<file path="config.mk">
export PLATFORM = sky130hd
export DESIGN_NAME = multi_mode_ff_bank
export DESIGN_NICKNAME = d
export VERILOG_FILES = /design/src/rtl/multi_mode_ff_bank_pkg.sv /design/src/rtl/multi_mode_ff_bank_cell.sv /design/src/rtl/multi_mode_ff_bank.sv
export SDC_FILE = /design/constraint.sdc
export NUM_CORES = 1
export LEC_CHECK = 0
export CAP_MARGIN = 20
export CORE_MARGIN = 8
export CORE_UTILIZATION = 31
export CTS_CLUSTER_DIAMETER = 30
export DETAILED_ROUTE_END_ITERATION = 10
export GPL_TIMING_DRIVEN = 0
export SYNTH_ARGS = -nofsm -noshare
export SYNTH_HDL_FRONTEND = slang
export SYNTH_SLANG_ARGS = --single-unit
</file>
<file path="constraint.sdc">
create_clock -name clk -period 1.5 [get_ports clk]
set_input_delay 0.375 -clock clk [delete_from_list [all_inputs] [get_ports clk]]
set_output_delay 0.375 -clock clk [all_outputs]
set_load 0.1 [all_outputs]
</file>
<file path="src/rtl/multi_mode_ff_bank_pkg.sv">
// Shared definitions for the multi-mode flip-flop bank: mode encodings and
// a legality helper used by the top level.
package mmff_pkg;

    localparam int MODE_W = 3;

    localparam logic [MODE_W-1:0] MODE_D      = 3'd0;
    localparam logic [MODE_W-1:0] MODE_T      = 3'd1;
    localparam logic [MODE_W-1:0] MODE_SR     = 3'd2;
    localparam logic [MODE_W-1:0] MODE_JK     = 3'd3;
    localparam logic [MODE_W-1:0] MODE_CNT_UP = 3'd4;
    localparam logic [MODE_W-1:0] MODE_CNT_DN = 3'd5;

    function automatic logic is_legal_mode(input logic [MODE_W-1:0] m);
        return (m <= MODE_CNT_DN);
    endfunction

endpackage

</file>
<file path="src/rtl/multi_mode_ff_bank_cell.sv">
// Single bit of the bank: computes the next state for D/T/SR/JK operation,
// or toggles under an external force in the counter modes.
module mm_ff_cell
    import mmff_pkg::*;
(
    input  logic              q,
    input  logic              a,
    input  logic              b,
    input  logic [MODE_W-1:0] mode,
    input  logic              tforce,
    output logic              q_next,
    output logic              sr_illegal
);

    // Illegal modes fall through to the default and simply hold the bit.
    always_comb begin
        q_next     = q;
        sr_illegal = 1'b0;
        case (mode)
            MODE_D: q_next = a;
            MODE_T: q_next = q ^ a;
            MODE_SR: begin
                case ({a, b})
                    2'b01:   q_next = 1'b0;
                    2'b10:   q_next = 1'b1;
                    2'b11:   sr_illegal = 1'b1;
                    default: q_next = q;
                endcase
            end
            MODE_JK: begin
                case ({a, b})
                    2'b01:   q_next = 1'b0;
                    2'b10:   q_next = 1'b1;
                    2'b11:   q_next = ~q;
                    default: q_next = q;
                endcase
            end
            MODE_CNT_UP, MODE_CNT_DN: q_next = q ^ tforce;
            default: q_next = q;
        endcase
    end

endmodule

</file>
<file path="src/rtl/multi_mode_ff_bank.sv">
// Bank of WIDTH run-time configurable flip-flops that can also count up or
// down as a T-cell ripple-free synchronous counter, with sticky error flags.
module multi_mode_ff_bank
    import mmff_pkg::*;
#(
    parameter int               WIDTH     = 4,
    parameter logic [WIDTH-1:0] RESET_VAL = '0,
    parameter bit               CNT_WRAP  = 1'b1
) (
    input  logic              clk,
    input  logic              reset,
    input  logic              en,
    input  logic [MODE_W-1:0] mode,
    input  logic [WIDTH-1:0]  a,
    input  logic [WIDTH-1:0]  b,
    input  logic              clr_err,
    output logic [WIDTH-1:0]  q,
    output logic [WIDTH-1:0]  qbar,
    output logic              tc,
    output logic [WIDTH-1:0]  sr_err,
    output logic              mode_err
);

    logic [WIDTH-1:0] q_next;
    logic [WIDTH-1:0] sr_illegal;
    logic [WIDTH-1:0] tforce;
    logic [WIDTH-1:0] chain_up;
    logic [WIDTH-1:0] chain_dn;
    logic             is_up;
    logic             is_dn;
    logic             at_term;
    logic             mode_illegal;

    // Bit i toggles when every lower bit is 1 (up) or 0 (down).
    always_comb begin
        chain_up    = '0;
        chain_dn    = '0;
        chain_up[0] = 1'b1;
        chain_dn[0] = 1'b1;
        for (int i = 1; i < WIDTH; i++) begin
            chain_up[i] = chain_up[i-1] & q[i-1];
            chain_dn[i] = chain_dn[i-1] & ~q[i-1];
        end
    end

    assign is_up        = (mode == MODE_CNT_UP);
    assign is_dn        = (mode == MODE_CNT_DN);
    assign at_term      = (is_up && (&q)) || (is_dn && !(|q));
    assign mode_illegal = !is_legal_mode(mode);

    // Saturating builds suppress the terminal toggle so q sticks at the end value.
    always_comb begin
        tforce = '0;
        if (!(!CNT_WRAP && at_term)) begin
            if (is_up)
                tforce = chain_up;
            else if (is_dn)
                tforce = chain_dn;
        end
    end

    for (genvar g = 0; g < WIDTH; g++) begin : g_cell
        mm_ff_cell u_cell (
            .q          (q[g]),
            .a          (a[g]),
            .b          (b[g]),
            .mode       (mode),
            .tforce     (tforce[g]),
            .q_next     (q_next[g]),
            .sr_illegal (sr_illegal[g])
        );
    end

    assign qbar = ~q;
    assign tc   = en && at_term;

    // A clear in the same cycle as a fresh error keeps only the fresh error.
    always_ff @(posedge clk) begin
        if (reset) begin
            q        <= RESET_VAL;
            sr_err   <= '0;
            mode_err <= 1'b0;
        end else begin
            if (en)
                q <= q_next;
            if (clr_err) begin
                sr_err   <= en ? sr_illegal : '0;
                mode_err <= en && mode_illegal;
            end else if (en) begin
                sr_err   <= sr_err | sr_illegal;
                mode_err <= mode_err | mode_illegal;
            end
        end
    end

endmodule

</file>
==> flow_metrics.tcl <==
set metrics [dict create \
    reg_to_reg_critical_path_startpoint "q[0]" \
    cts.htree.levels 1 \
    cts_made_buffers 3 \
    detail_route.first_pass.iterations 4 \
    synth_sequential_area_ratio 0.2416 \
    clk_pin_slew_worst_paths_ns 0.07 \
    area_growth_syn_to_layout_pct 53.52 \
    timing.final.max_slew_violations 0 \
    critPathLaunchType "register" \
    drt_iter0_markers 31 \
    cp_max_fo 8 \
    die_w_um 65.05 \
    floorplan.initialDensity 0.3307 \
    period_needed_ns 1.813 \
    grt_antenna_before_repair 0 \
    syn-cell-area_um2 745.7 \
    dp_hpwl_um 1751 \
    finalSetupViolations 2 \
    timing.critical_path.from "q[1]" \
    grt_remaining_overflow 0 \
    power.density_cell_area_nw_per_um2 781.4 \
    post_route_cells_drive_above_1_share 0.3407 \
    synth-warning-count 0 \
    drt-vias-per-instance 5.380 \
    vdd_drop_max_mv 0.4301 \
    synth_seq_cells 9 \
    drc_errors 0 \
    hold-path-cell-count 2 \
    end_kind "primary output" \
    synth_fp_nets 115 \
    cp.arrival_ns 1.44 \
    cts_max_path_buffers 2 \
    tritoncts_num_sinks 9 \
    worst_hold_path_type "in -> reg" \
    dp_worst_setup_slack_ns -1.513 \
    grt_setup_unrepaired "true" \
    grt_pass1_vias 869 \
    track_usage 0.1127 \
    final_nets 151 \
    floorplan.rows 17 \
    tritoncts "done" \
    violations "setup timing" \
    worst_clock_skew_ns 0.002985 \
    timing.setup.critical_path_class "reg -> out" \
    cts_root_buf "clkbuf_4" \
    power_leakage_nw 0.4966 \
    synth_cells 100 \
    filler_cells 234 \
    whs_endpoint "sr_err[2]" \
    worst-slew-pin-transition_ns 0.4899 \
    final-hold-violation-count 0 \
    post_synth_num_cell_types 36 \
    worst_skew_pair_latency_ns 0.27 \
    wire_length_of_the_first_global_routing_pass_um 3926 \
    maxClockFrequency_mhz 551.5 \
    final-seq-area_um2 185.2 \
    fp.dieH_um 65.05 \
    routedWlPerCell_um 15.07 \
    holdWs_ns 0.4746 \
    synthesized_area_per_cell_um2 7.457 \
    slew_headroom 0.6756 \
    die_area_um2 4231 \
    worstPathRequired_ns 1.12 \
    drv_cap 0 \
    boundaryPins 29 \
    r2r_setup_slack_ns -0.07 \
    detailroute.via_count 877 \
    r2r_cells 6 \
    final.period_utilization 1.209 \
    grt_max_degree 11 \
    post_layout_worst_setup_margin_ns -0.3132 \
    port_buffers 27 \
    rr_endpoint "q[3]" \
    core-area_um2 2255 \
    antenna_cells_inserted 0 \
    gp_routability_congestion 0.8823 \
    antenna_violating_nets_post_route 0 \
    final_routed_wirelength_across_all_metal_layers_um 2457 \
    result_of_the_run "finished, violations left" \
    hold_path.startpoint "reset" \
    power_uw 894.6 \
    combined_area_of_the_multi_input_logic_cells_um2 528.0 \
]
-- kinds of logic (layout without fill, tap and decap cells) --
group	after synthesis	after routing	share of synthesized area
XOR/XNOR	3	3	0.03524
buffers and inverters	17	52	0.1275
multiplexers	1	1	0.01342
flip-flops	9	9	0.2416
AO/OA/AOI/OAI	34	34	0.3037
AND/OR/NAND/NOR	36	36	0.2786
-- synthesized netlist by cell type, drive strengths merged --
| library cell | instances | area, um2 |
|---|---|---|
| nor2 | 11 | 41.29 |
| o21ai | 11 | 55.05 |
| dfxtp | 9 | 180.2 |
| buf | 8 | 61.30 |
| inv | 8 | 30.03 |
| nor3 | 6 | 30.03 |
| a32oi | 5 | 43.79 |
| nand2 | 5 | 18.77 |
| a21oi | 4 | 20.02 |
| a31oi | 3 | 18.77 |
| and3b | 3 | 26.28 |
| nand2b | 3 | 18.77 |
| nor2b | 2 | 12.51 |
| o21a | 2 | 15.01 |
| o31ai | 2 | 15.01 |
| xnor2 | 2 | 17.52 |
| a21o | 1 | 7.510 |
| a22oi | 1 | 7.510 |
| a2bb2oi | 1 | 8.760 |
| a41oi | 1 | 8.760 |
| and3 | 1 | 6.260 |
| and4b | 1 | 10.01 |
| clkbuf | 1 | 3.750 |
| mux2i | 1 | 10.01 |
| nor4 | 1 | 6.260 |
| nor4b | 1 | 23.77 |
| o2111ai | 1 | 8.760 |
| o221ai | 1 | 8.760 |
| o31a | 1 | 8.760 |
| or2b | 1 | 7.510 |
| or3 | 1 | 6.260 |
| xor2 | 1 | 8.760 |
-- through the flow --
stage	utilization	area, um2	TNS [ns]	std cells
after floorplan	-	764.5	-0.2883	100
after global placement	0.4745	1070	-10.58	155
after detailed placement	0.4745	1070	-10.45	155
after CTS	0.4945	1115	-0.3639	162
after global routing	0.5078	1145	-0.6087	163
final	0.5078	1145	-0.3827	163
-- how the worst max path moves through the flow --
| stage | endpoint | slack, ns |
|---|---|---|
| 2_1_floorplan | tc | -0.25 |
| 3_3_place_gp | tc | -1.50 |
| 3_5_place_dp | tc | -1.51 |
| 4_1_cts | tc | -0.33 |
| 5_1_grt | tc | -0.39 |
| 6_report | tc | -0.31 |
-- state kept, by name (all words and copies together) (netlist names) --
name / flops
sr_err: 4
mode_err: 1
q: 4
-- report_power, final --
group	internal (mW)	switching (mW)	total [mW]	leakage, nW
clock network	0.103	0.0956	0.198	0.0150
logic	0.148	0.277	0.426	0.407
registers	0.252	0.0182	0.270	0.0748
-- placed cells by master (no fill, tap or decap), types with 3 or more instances in the layout --
| master | synthesis | routed |
|---|---|---|
| inv_1 | 8 | 6 |
| nor3_1 | 6 | 5 |
| clkbuf_4 | 0 | 4 |
| and3b_1 | 3 | 3 |
| buf_2 | 1 | 5 |
| nand2b_1 | 3 | 3 |
| o21ai_1 | 3 | 3 |
| o21ai_0 | 8 | 8 |
| a32oi_1 | 5 | 5 |
| a31oi_1 | 3 | 3 |
| buf_4 | 4 | 15 |
| clkdlybuf4s50_1 | 0 | 7 |
| buf_6 | 2 | 3 |
| nor2_1 | 11 | 11 |
| dfxtp_1 | 9 | 5 |
| dfxtp_2 | 0 | 4 |
| nand2_1 | 5 | 4 |
-- area by class of cell --
| class | count | area share |
|---|---|---|
| multi-input cells | 74 | 0.4612 |
| well taps | 28 | 0.03060 |
| flip-flops and latches | 9 | 0.1617 |
| repair buffers | 32 | 0.2404 |
| clock buffers | 4 | 0.02295 |
| plain buffers | 8 | 0.05355 |
| inverters | 8 | 0.02951 |
-- worst max-delay path, stage by stage (launching register included) --
cell and delay [ns]:
dfxtp_2 0.43, and4b_1 0.25, nand2_1 0.10, a21oi_4 0.19, buf_12 0.19
-- per-layer routing --
metal	share of wire	up-vias	GRT usage
met2	0.47	26	0.1876
met3	0.069	4	0.03780
li1	-	434	-
met4	0.0073	0	0.04360
met5	0	-	0
met1	0.45	413	0.1300
-- repair_timing --
action                                  4_1_cts  5_1_grt
setup buffers                                 3        2
gates resized for setup                      98       10
hold buffers                                  0        0
pin swaps                                     2        4
endpoints found under the setup margin       22        6
Power figures use the tool's default switching activity.
